`src/rtl/eprom_fetch_if.sv`:
```
// eprom_fetch_if: CPU-side word-read handshake for the EPROM fetch controller
interface eprom_fetch_if #(
  parameter int ADDR_W     = 20,
  parameter int WORD_BYTES = 2
);
  logic                    req;
  logic [ADDR_W-1:0]       addr;
  logic                    busy;
  logic                    ack;
  logic [8*WORD_BYTES-1:0] rdata;
  modport master (output req, addr, input busy, ack, rdata);
  modport slave  (input req, addr, output busy, ack, rdata);
endinterface

```
`src/rtl/eprom_fetch_ctrl.sv`:
```
// eprom_fetch_ctrl: EPROM bus master assembling big-endian words from sequential byte reads
// Define EPROM_PREFETCH_EN to add a one-word background prefetch buffer.
module eprom_fetch_ctrl #(
  parameter int WORD_BYTES  = 2,
  parameter int WAIT_CYCLES = 2,
  parameter int ADDR_W      = 20
) (
  input  logic              clk,
  input  logic              reset,
  eprom_fetch_if.slave      bus,
  output logic              _rom_cs,
  output logic              _rom_oe,
  output logic [ADDR_W-1:0] rom_addr,
  input  logic [7:0]        rom_data
);
  localparam int DW = 8 * WORD_BYTES;
  localparam int WW = WAIT_CYCLES > 1 ? $clog2(WAIT_CYCLES) : 1;
  typedef enum logic [2:0] {IDLE, SETUP, ACCESS, CAPTURE, DONE} state_t;
  state_t          state;
  logic [1:0]      idx;
  logic [WW-1:0]   wcnt;
  logic            busy;
  logic            ack;
  logic [DW-1:0]   rdata;
  logic            last;
  assign last      = idx == 2'(WORD_BYTES - 1);
  assign bus.busy  = busy;
  assign bus.ack   = ack;
  assign bus.rdata = rdata;
`ifdef EPROM_PREFETCH_EN
  logic              bg;
  logic              pend;
  logic [ADDR_W-1:0] pend_addr;
  logic              pf_valid;
  logic [ADDR_W-1:0] pf_addr;
  logic [DW-1:0]     pf_data;
  logic [ADDR_W-1:0] base;
  logic              req_eff;
  logic [ADDR_W-1:0] addr_eff;
  // a request that arrived during a background fetch is replayed from pend
  assign req_eff  = bus.req || pend;
  assign addr_eff = pend ? pend_addr : bus.addr;
`endif
  always_ff @(posedge clk) begin
    if (reset) begin
      state    <= IDLE;
      idx      <= '0;
      wcnt     <= '0;
      busy     <= 1'b0;
      ack      <= 1'b0;
      rdata    <= '0;
      _rom_cs  <= 1'b1;
      _rom_oe  <= 1'b1;
      rom_addr <= '0;
`ifdef EPROM_PREFETCH_EN
      bg        <= 1'b0;
      pend      <= 1'b0;
      pend_addr <= '0;
      pf_valid  <= 1'b0;
      pf_addr   <= '0;
      pf_data   <= '0;
      base      <= '0;
`endif
    end else begin
      ack <= 1'b0;
`ifdef EPROM_PREFETCH_EN
      if (bg && !pend && state != IDLE && bus.req) begin
        pend      <= 1'b1;
        pend_addr <= bus.addr;
        busy      <= 1'b1;
      end
`endif
      case (state)
        IDLE: begin
`ifdef EPROM_PREFETCH_EN
          if (req_eff) begin
            pend <= 1'b0;
            busy <= 1'b1;
            if (pf_valid && addr_eff == pf_addr) begin
              state <= DONE;
              ack   <= 1'b1;
              rdata <= pf_data;
              base  <= pf_addr;
            end else begin
              state    <= SETUP;
              rom_addr <= addr_eff;
              base     <= addr_eff;
              idx      <= '0;
              pf_valid <= 1'b0;
              _rom_cs  <= 1'b0;
              _rom_oe  <= 1'b1;
            end
          end
`else
          if (bus.req) begin
            state    <= SETUP;
            rom_addr <= bus.addr;
            idx      <= '0;
            busy     <= 1'b1;
            _rom_cs  <= 1'b0;
            _rom_oe  <= 1'b1;
          end
`endif
        end
        SETUP: begin
          state   <= ACCESS;
          wcnt    <= '0;
          _rom_oe <= 1'b0;
        end
        ACCESS: begin
          if (wcnt == WW'(WAIT_CYCLES - 1)) state <= CAPTURE;
          else wcnt <= wcnt + 1'b1;
        end
        CAPTURE: begin
`ifdef EPROM_PREFETCH_EN
          for (int i = 0; i < WORD_BYTES; i++)
            if (idx == 2'(WORD_BYTES - 1 - i)) begin
              if (bg) pf_data[8*i +: 8] <= rom_data;
              else rdata[8*i +: 8] <= rom_data;
            end
          if (bg && pend && pend_addr != pf_addr) begin
            state    <= SETUP;
            bg       <= 1'b0;
            pend     <= 1'b0;
            base     <= pend_addr;
            rom_addr <= pend_addr;
            idx      <= '0;
            _rom_oe  <= 1'b1;
          end else if (!last) begin
            state    <= SETUP;
            idx      <= idx + 1'b1;
            rom_addr <= rom_addr + 1'b1;
            _rom_oe  <= 1'b1;
          end else if (bg) begin
            state    <= IDLE;
            bg       <= 1'b0;
            pf_valid <= 1'b1;
            busy     <= 1'b0;
            _rom_cs  <= 1'b1;
            _rom_oe  <= 1'b1;
          end else begin
            state   <= DONE;
            ack     <= 1'b1;
            _rom_cs <= 1'b1;
            _rom_oe <= 1'b1;
          end
`else
          for (int i = 0; i < WORD_BYTES; i++)
            if (idx == 2'(WORD_BYTES - 1 - i)) rdata[8*i +: 8] <= rom_data;
          if (!last) begin
            state    <= SETUP;
            idx      <= idx + 1'b1;
            rom_addr <= rom_addr + 1'b1;
            _rom_oe  <= 1'b1;
          end else begin
            state   <= DONE;
            ack     <= 1'b1;
            _rom_cs <= 1'b1;
            _rom_oe <= 1'b1;
          end
`endif
        end
        DONE: begin
`ifdef EPROM_PREFETCH_EN
          // every delivered word launches a background fetch of its successor
          state    <= SETUP;
          bg       <= 1'b1;
          rom_addr <= base + ADDR_W'(WORD_BYTES);
          pf_addr  <= base + ADDR_W'(WORD_BYTES);
          pf_valid <= 1'b0;
          idx      <= '0;
          busy     <= 1'b0;
          _rom_cs  <= 1'b0;
          _rom_oe  <= 1'b1;
`else
          state <= IDLE;
          busy  <= 1'b0;
`endif
        end
        default: state <= IDLE;
      endcase
    end
  end
endmodule

```
`src/flat_wrapper.sv`:
```
// flat-port wrapper written by rule: the top's interface ports become plain ports
module eprom_fetch_ctrl_flat 
#(
  parameter int WORD_BYTES  = 2,
  parameter int WAIT_CYCLES = 2,
  parameter int ADDR_W      = 20
)
  (clk, reset, _rom_cs, _rom_oe, rom_addr, rom_data, bus_req, bus_addr, bus_busy, bus_ack, bus_rdata);
  eprom_fetch_if #(.ADDR_W(ADDR_W), .WORD_BYTES(WORD_BYTES)) bus_i ();
  input  logic clk;
  input  logic reset;
  output logic _rom_cs;
  output logic _rom_oe;
  output logic [ADDR_W-1:0] rom_addr;
  input  logic [7:0] rom_data;
  input wire logic [$bits(bus_i.req)-1:0] bus_req;
  input wire logic [$bits(bus_i.addr)-1:0] bus_addr;
  output wire logic [$bits(bus_i.busy)-1:0] bus_busy;
  output wire logic [$bits(bus_i.ack)-1:0] bus_ack;
  output wire logic [$bits(bus_i.rdata)-1:0] bus_rdata;
  assign bus_i.req = bus_req;
  assign bus_i.addr = bus_addr;
  assign bus_busy = bus_i.busy;
  assign bus_ack = bus_i.ack;
  assign bus_rdata = bus_i.rdata;
  eprom_fetch_ctrl #(.WORD_BYTES(WORD_BYTES), .WAIT_CYCLES(WAIT_CYCLES), .ADDR_W(ADDR_W)) u_core (.clk(clk), .reset(reset), .bus(bus_i), ._rom_cs(_rom_cs), ._rom_oe(_rom_oe), .rom_addr(rom_addr), .rom_data(rom_data));
endmodule
```
`config.mk`:
```
export PLATFORM = sky130hd
export DESIGN_NAME = eprom_fetch_ctrl_flat
export DESIGN_NICKNAME = d
export VERILOG_FILES = /design/src/rtl/eprom_fetch_if.sv /design/src/rtl/eprom_fetch_ctrl.sv /design/src/flat_wrapper.sv
export SDC_FILE = /design/constraint.sdc
export NUM_CORES = 1
export LEC_CHECK = 0
export CAP_MARGIN = 10
export CORE_AREA = 5 5 78 80
export DETAILED_ROUTE_END_ITERATION = 7
export DIE_AREA = 0 0 83 85
export GPL_TIMING_DRIVEN = 0
export PLACE_DENSITY_LB_ADDON = 0.15
export RECOVER_POWER = 100
export REMOVE_ABC_BUFFERS = 1
export SKIP_LAST_GASP = 1
export SLEW_MARGIN = 15
export SYNTH_ARGS = -nofsm -noshare
export SYNTH_HDL_FRONTEND = slang
export SYNTH_SLANG_ARGS = --single-unit
```
`constraint.sdc`:
```
create_clock -name clk -period 4.1 [get_ports clk]
set_input_delay 0.82 -clock clk [delete_from_list [all_inputs] [get_ports clk]]
set_output_delay 0.82 -clock clk [all_outputs]
set_load 0.005 [all_outputs]
```
==> out/qor.yml, run 1 <==
route:
  postRouteWirelength_mm: 6.33
  via_per_inst: 5.45
  remaining_drc_errors: 0
  wl_per_cell_um: 14.7
  drt_iter0_drc: 111
  vias: 2351
  drtAntennaViolNets: 0
  dr.pass1.iters: 5
clock_tree:
  tritoncts: "done"
  cts-root-buf: "clkbuf_8"
  cts.sinks: 46
  clk_latency_ns: 0.30
  ctsResizeCount: 0
  cts_setup_buffers: 0
  clockBufferDepth: 2
  ctsHoldBuffers: 0
  clk_pin_slew_ns: 0.08
  numCtsBuffers: 5
  htreeDepth: 2
floorplanning:
  boundaryPins: 71
  rows: 27
  die_w_um: 83
  core_region_area_mm2: 0.00534
  die_h_um: 85
  initial_core_util_pct: 44.0
  fp.dieArea_mm2: 0.00706
global_routing:
  grt_overflow: 0
  grt_usage_pct: 18.0
  grt_antenna_before_repair: 0
  first_global_vias: 2251
  grt_pass1_wl_mm: 10.7
  grt_max_degree: 43
critical_path:
  setup.worst_path.start_class: "input pin"
  cp.required_ns: 4.29
  path_max_fanout: 25
  r2r_cells: 4
  path_class: "in -> reg"
  cp-end-kind: "register"
  r2r_start: "u_core.state[1]"
  rrSetupSlack_ns: 1.58
  arrival_ns: 3.30
  r2r_end: "u_core.rom_addr[10]"
logic_synthesis:
  synth_top_cell_by_area: "dfxtp_1"
  synth_area_mm2: 0.00235
  synth_ff_type: "dfxtp_1"
  avgSynthCellArea_um2: 7.85
  synth-seq-cells: 46
  synth_mux_area_share_pct: 0
  synth-compound-area-share_pct: 23.2
  synth_xor_area_share_pct: 0.746
  synth_edf_count: 0
  synth.cells.most_frequent: "nand2_1 (54), dfxtp_1 (46), a21oi_1 (34)"
  ys_seq_area_share_pct: 39.2
  yosysUniqueCellTypes: 52
  synth_warnings: 0
  synth_top_family_by_area: "simple AND/OR/NAND/NOR gates"
  synth-simple-area-share_pct: 30.5
  ys_async_sr_fraction_pct: 0
  synth.area.top_cells: "dfxtp_1 (39%), nand2_1 (8.6%), a21oi_1 (7.2%)"
  netlist.area_leader.share_pct: 39.2
  synthCells: 299
  yosysMostFrequentCell: "nand2_1"
  post_synth_fa_ha_maj_area_fraction_pct: 1.60
timing:
  finalSetupViolCount: 0
  grt_setup_unrepaired: "false"
  worst_pin_slew_ns: 1.87
  fmax_mhz: 322
  fin_crit_ns: 3.11
  setup_tns_ns: 0
  final_max_slew_viol_count: 43
  skew_ns: 0.0131
  max-slew-margin-rel_pct: -24.9
  hold_viol_final: 0
  fin_crit_sh_pct: 75.7
placed_design:
  dpl.hpwl_mm: 4.34
  place_area_mm2: 0.00306
  io_buffers: 70
  place_congestion: 0.805
layout:
  drive_above_1_share_pct: 4.74
  area_delta_synth_final_pct: 34.4
  fin_nets: 392
  stdcell_area_mm2: 0.00315
  n_antenna_cell: 0
hold_path:
  whs_path_depth: 2
  hp-class: "reg -> reg"
  hold_end: "u_core.bus.rdata[11]"
  worstHoldStart: "u_core.bus.rdata[11]"
flow_run:
  cap_violations: 1
pwr:
  ir_worst_vdd_mv: 0.155
  p_leak_nw: 1.18
  power_density_mw_per_mm2: 317
run_status:
  violations: "capacitance limit, slew limit"
  status: "finished with violations"
metal layers:
layer	wire (um)	part of all wire, %	track usage [%]	vias up
li1	-	-	-	1193
met1	2790	44	23.2	1065
met2	3030	48	30.8	87
met3	438	6.9	3.98	6
met4	70	1.1	4.46	0
met5	0	0	0	-
area by class of cell:
cell class	count	area, um2
repair buffers	72	721
clock buffers	7	86.3
flip-flops and latches	46	921
multi-input cells	229	1320
clock inverters	1	5.00
inverters	4	15.0
fillers	543	2180
well taps	72	90.1
state kept, by name, indices dropped and copies added (netlist names):
signal and cells:
u_core._rom_cs 1, u_core._rom_oe 1, u_core.bus.ack 1, u_core.bus.busy 1, u_core.bus.rdata 16, u_core.idx 2, u_core.rom_addr 20, u_core.state 3
u_core.wcnt 1
cell families (layout without fill, tap and decap cells):
| group | after synthesis | after routing |
|---|---|---|
| XOR/XNOR | 2 | 2 |
| flip-flops | 46 | 46 |
| buffers and inverters | 24 | 84 |
| AO/OA/AOI/OAI | 88 | 88 |
| AND/OR/NAND/NOR | 136 | 136 |
| adder cells (fa/ha/maj) | 3 | 3 |
through the flow:
| step | power, W | instances | hold slack, ns | setup slack [ns] | utilization [%] |
|---|---|---|---|---|---|
| finish | 0.00100 | 431 | 0.453 | 0.994 | 59.1 |
| global route | 0.00105 | 431 | 0.477 | 0.802 | 59.1 |
| CTS | 0.00102 | 431 | 0.457 | 1.06 | 59.1 |
| detailed placement | 0.000732 | 423 | 0.445 | 0.755 | 57.4 |
| global placement | 0.000728 | 421 | 0.438 | 0.730 | 57.0 |
| floorplan | 0.000612 | 279 | 0.426 | 1.90 | - |
worst max-delay path by stage:
stage	from	endpoint
4_1_cts	bus_req	u_core.rom_addr[10]
3_3_place_gp	reset	u_core.rom_addr[12]
5_1_grt	bus_req	u_core.rom_addr[10]
2_1_floorplan	bus_req	u_core.rom_addr[10]
3_5_place_dp	bus_req	u_core.rom_addr[10]
6_report	bus_req	u_core.rom_addr[10]
power by group:
group	switching, W	internal (W)
clock	0.000154	0.000136
combinational	0.0000852	0.000103
sequential	0.0000457	0.000477
cell usage in the layout (no fill, tap or decap), types with 2 or more instances in the layout:
cell type,Yosys,routed
o211ai_1,4,4
o22ai_1,2,2
nor2_1,20,20
dlygate4sd3_1,0,41
a32o_1,3,3
ha_1,3,3
and4_1,3,3
o21ai_0,19,21
clkbuf_1,9,2
nor4_1,2,2
a221o_1,2,2
inv_1,4,4
a22o_1,2,2
nand3_1,8,8
nand2_1,54,54
nand4_1,3,3
a31oi_1,3,3
xnor2_1,2,2
or3_1,2,2
dfxtp_1,46,46
a211oi_1,3,3
o31ai_1,2,2
clkdlybuf4s50_1,0,28
and3_1,4,4
a21o_1,4,4
a21oi_1,34,34
clkbuf_8,0,6
and2_1,8,8
nand3b_1,3,3
a311oi_1,3,3
nor3_1,13,13
nor2b_1,3,3
worst max-delay path: stages:
cell	delay (ns)
dlygate4sd3_1	0.61
nor4b_2	0.64
or2_1	0.73
o21ai_0	0.19
a32o_1	0.30
Power figures use the tool's default switching activity.
==> inputs of run 2 (changes only) <==
- CORE_AREA: 5 5 78 80 -> 5 5 81 83
- DIE_AREA: 0 0 83 85 -> 0 0 86 88
- clock period: 4.1 -> 2.5 ns (I/O delays scaled with it)
==> out/qor.yml, run 2 (synthesis gave the netlist of run 1 again) <==
layout:
  drive_above_1_share_pct: 5.03
  largest_reg_flops: 20
  layout_commonest_cell: "nand2_1"
  n_antenna_cell: 0
  reg.largest.list: "u_core.rom_addr (20), u_core.bus.rdata (16), u_core.state (3)"
  final_cell_mix: "nand2_1 (54), dfxtp_1 (46), dlygate4sd3_1 (40)"
  fin_nets: 391
  stdcell_area_mm2: 0.00315
  nFillCells: 577
  top_register: "u_core.rom_addr"
  finalNonFillerCells: 433
  final-seq-area_um2: 921
  multiInputGateArea_mm2: 0.00132
  area_delta_synth_final_pct: 34.3
timing:
  fmax_mhz: 447
  fin_crit_sh_pct: 89.4
  hold_viol_final: 0
  hold_ws_ns: 0.454
  final_max_slew_viol_count: 0
  max-slew-margin-rel_pct: 41.0
  fin_crit_ns: 2.24
  worst_pin_slew_ns: 0.882
  skew_ns: 0.00594
  finalSetupViolCount: 0
  grt_setup_unrepaired: "false"
placed_design:
  io_buffers: 70
  place_area_mm2: 0.00306
  placed_cells: 425
  place_congestion: 0.821
  dpl.hpwl_mm: 4.33
pwr:
  p_leak_nw: 1.17
  ir_worst_vdd_mv: 0.258
  power_density_mw_per_mm2: 521
floorplanning:
  die_w_um: 86
  rows: 28
  boundaryPins: 71
  initial_core_util_pct: 40.6
  core_region_area_mm2: 0.00578
  fp.dieArea_mm2: 0.00757
  die_h_um: 88
clock_tree:
  ctsHoldBuffers: 0
  clk_latency_ns: 0.30
  tritoncts: "done"
  cts_setup_buffers: 0
  cts-root-buf: "clkbuf_8"
  numCtsBuffers: 5
  htreeDepth: 2
  clockBufferDepth: 2
  cts.sinks: 46
  clk_pin_slew_ns: 0.09
global_routing:
  grt_pass1_wl_mm: 10.6
  gr-usage-met2_pct: 26.6
  use_met3_pct: 4.05
  grt_usage_pct: 17.2
  use_met1_pct: 23.8
  grt_max_degree: 43
  grt_overflow: 0
  grt_antenna_before_repair: 0
  first_global_vias: 2214
  busiest_layer: "met2"
critical_path:
  cp_cell_sequence: "clkdlybuf4s50_1, nor4b_4, or2_2, o21ai_0, a32o_1"
  crit_slowest_cell: "clkdlybuf4s50_1"
  cp-end-kind: "register"
  cpPeakStageDelay_ns: 0.54
  cp.required_ns: 2.70
  setup.worst_path.start_class: "input pin"
  path_class: "in -> reg"
  cp_top_family: "simple AND/OR/NAND/NOR gates"
  path_max_fanout: 25
  arrival_ns: 2.43
  path_buf_inv: 1
route:
  postRouteWirelength_mm: 6.27
  wl_per_cell_um: 14.5
  remaining_drc_errors: 0
  drt_iter0_drc: 154
  vias: 2339
  via_per_inst: 5.40
  dr.pass1.iters: 4
  drtAntennaViolNets: 0
flow_run:
  cap_violations: 0
hold_path:
  hp-class: "reg -> reg"
run_status:
  status: "finished, final reports clean"
==> run 2: worst reg2reg max path, stage by stage, from the launching register on <==
cell and delay (ns):
dfxtp_1 0.34, inv_1 0.06, ha_1 0.29, nor4bb_1 0.44
or2_2 0.49, o21ai_0 0.18, a32o_1 0.29
==> run 2: area by class of cell <==
| type | count | share of cell area [%] |
|---|---|---|
| multi-input combinational | 229 | 41.8 |
| sequential | 46 | 29.2 |
| timing repair buffer | 71 | 22.5 |
| tap | 75 | 2.98 |
| clock buffer | 5 | 2.18 |
| clock inverter | 3 | 0.754 |
| inverter | 4 | 0.476 |
==> run 2: worst paths after layout <==
| kind | cells after the start | slack (ns) | to | startpoint |
|---|---|---|---|---|
| worst max-delay path | 5 | 0.26 | u_core.rom_addr[12] | bus_req |
| worst max register to register | 6 | 0.31 | u_core.rom_addr[12] | u_core.idx[1] |
| worst min register to register | 2 | 0.45 | u_core.idx[1] | u_core.idx[1] |
| worst min-delay path | 2 | 0.45 | u_core.idx[1] | u_core.idx[1] |
==> run 2: per-stage QoR <==
stage | utilization, % | total power (W) | setup slack, ns | setup TNS (ns)
global placement | 52.7 | 0.00119 | -0.547 | -8.60
CTS | 54.5 | 0.00168 | 0.0927 | 0
detailed placement | 52.9 | 0.00119 | -0.483 | -6.07
global route | 54.5 | 0.00174 | 0.0792 | 0
floorplan | - | 0.00100 | 0.509 | 0
finish | 54.5 | 0.00164 | 0.264 | 0
==> run 2: layer usage <==
layer	vias up	part of all wire, %
met4	0	1.6
met3	8	5.9
li1	1192	-
met5	-	0
met2	70	46
met1	1069	47
==> run 2: where the power goes <==
group | internal [W] | switching [W]
sequential | 0.000782 | 0.0000743
clock | 0.000200 | 0.000279
combinational | 0.000169 | 0.000137
==> run 2: timing repair <==
action / 4_1_cts / 5_1_grt
gates resized for setup: 1 / 1
pin swaps: 0 / 0
endpoints found under the setup margin: 7 / 4
==> inputs of run 3 (changes only) <==
- CELL_PAD_IN_SITES_DETAIL_PLACEMENT: not set -> 1
- CELL_PAD_IN_SITES_GLOBAL_PLACEMENT: not set -> 2
- CORE_AREA: 5 5 81 83 -> 5 5 108 110
- DIE_AREA: 0 0 86 88 -> 0 0 113 115
==> out/qor.yml, run 3 (synthesis gave the netlist of run 1 again) <==
run_status:
  status: "finished, final reports clean"
placed_design:
  dpl.hpwl_mm: 5.69
  place_ws_ns: -0.609
  placed_cells: 491
  io_buffers: 70
  place_congestion: 0.686
global_routing:
  grt_usage_pct: 12.4
  grt_max_degree: 34
  grt_antenna_before_repair: 0
  grt_pass1_wl_mm: 13.1
  grt_overflow: 0
  first_global_vias: 2489
route:
  drt_iter0_drc: 52
  dr.pass1.iters: 4
  wl_per_cell_um: 16.4
  drtAntennaViolNets: 0
  via_per_inst: 4.87
  postRouteWirelength_mm: 8.18
  vias: 2433
  remaining_drc_errors: 0
floorplanning:
  die_h_um: 115
  core_region_area_mm2: 0.0106
  boundaryPins: 71
  rows: 38
  initial_core_util_pct: 22.1
  die_w_um: 113
  fp.dieArea_mm2: 0.0130
timing:
  fin_ws_ns: 0.293
  hold_viol_final: 0
  fin_crit_sh_pct: 88.3
  fin_crit_ns: 2.21
  hold_ws_ns: 0.455
  grt_setup_unrepaired: "false"
  skew_ns: 0.00885
  setup_tns_ns: 0
  worst_pin_slew_ns: 0.666
  final_max_slew_viol_count: 0
  finalSetupViolCount: 0
  max-slew-margin-rel_pct: 55.6
  fmax_mhz: 453
layout:
  nFillCells: 1269
  drive_above_1_share_pct: 5.56
  top_register: "u_core.rom_addr"
  multiInputGateArea_mm2: 0.00134
  finalNonFillerCells: 500
  largest_reg_flops: 20
  fin_util_pct: 30.8
  final-seq-area_um2: 921
  layout_commonest_cell: "nand2_1"
  final_cell_mix: "nand2_1 (54), dfxtp_1 (46), dlygate4sd3_1 (40)"
  reg.largest.list: "u_core.rom_addr (20), u_core.bus.rdata (16), u_core.state (3)"
  n_antenna_cell: 0
  fin_nets: 393
  area_delta_synth_final_pct: 39.2
critical_path:
  setup.worst_path.start_class: "register"
  cp_cell_sequence: "nor4bb_2, or2_4, o21ai_0, a32o_1"
  r2r_start: "u_core.state[1]"
  path_max_fanout: 25
  arrival_ns: 2.41
  cp.required_ns: 2.71
  startpoint: "u_core.state[1]"
  cp-end-kind: "register"
  crit_slowest_cell: "dfxtp_1"
  cpPeakStageDelay_ns: 0.72
  path_class: "reg -> reg"
clock_tree:
  numCtsBuffers: 5
  clockBufferDepth: 2
  cts.sinks: 46
  htreeDepth: 2
  ctsHoldBuffers: 0
  clk_latency_ns: 0.30
  clk_pin_slew_ns: 0.09
  cts-root-buf: "clkbuf_8"
  tritoncts: "done"
flow_run:
  cap_violations: 0
hold_path:
  hp-class: "reg -> reg"
  worstHoldStart: "u_core.bus.rdata[15]"
pwr:
  p_leak_nw: 1.19
  power_density_mw_per_mm2: 514
  ir_worst_vdd_mv: 0.211
-- run 3: worst paths after layout --
path | end | slack, ns | depth (start not counted)
setup / recovery | u_core.rom_addr[10] | 0.29 | 4
hold / removal | u_core.bus.rdata[15] | 0.45 | 2
setup reg to reg | u_core.rom_addr[10] | 0.29 | 4
hold reg to reg | u_core.bus.rdata[15] | 0.45 | 2
-- run 3: critical path: cells and delay by family, from the launching register on --
family             cells  cell delay (ns)
and+or+nand+nor        2             0.98
AOI/OAI and AO/OA      2             0.41
DFF                    1             0.72
-- run 3: per-stage QoR --
step / power (W) / cell area [um2]
floorplan: 0.00100 / 2250
global placement: 0.00121 / 3130
detailed placement: 0.00122 / 3150
CTS: 0.00173 / 3250
global route: 0.00178 / 3270
finish: 0.00168 / 3270
-- run 3: routing by layer --
metal / vias to the layer above / share of wire (%) / wire length [um] / track usage (%)
met4: 0 / 0.83 / 68 / 2.64
met1: 1167 / 50 / 4060 / 16.5
met3: 6 / 4.5 / 370 / 2.89
met2: 61 / 45 / 3680 / 20.5
li1: 1199 / - / - / -
met5: - / 0 / 0 / 0
-- run 3: final cells by class --
class                   instances  share of cell area [%]
inverters                       4                   0.460
flip-flops and latches         46                    28.2
well taps                     140                    5.36
multi-input cells             230                    40.9
clock inverters                 1                   0.153
clock buffers                   7                    2.64
repair buffers                 72                    22.3
-- run 3: repair_timing --
item,CTS,global route
setup endpoints to repair,19,4
buffers inserted,0,0
resized for setup,1,3
cloned,0,1
-- run 3: power breakdown --
part | switching [W] | internal, W | leakage [nW] | total, W
clock network | 0.000268 | 0.000224 | 0.0482 | 0.000492
logic | 0.000147 | 0.000175 | 0.766 | 0.000322
registers | 0.0000834 | 0.000782 | 0.376 | 0.000866
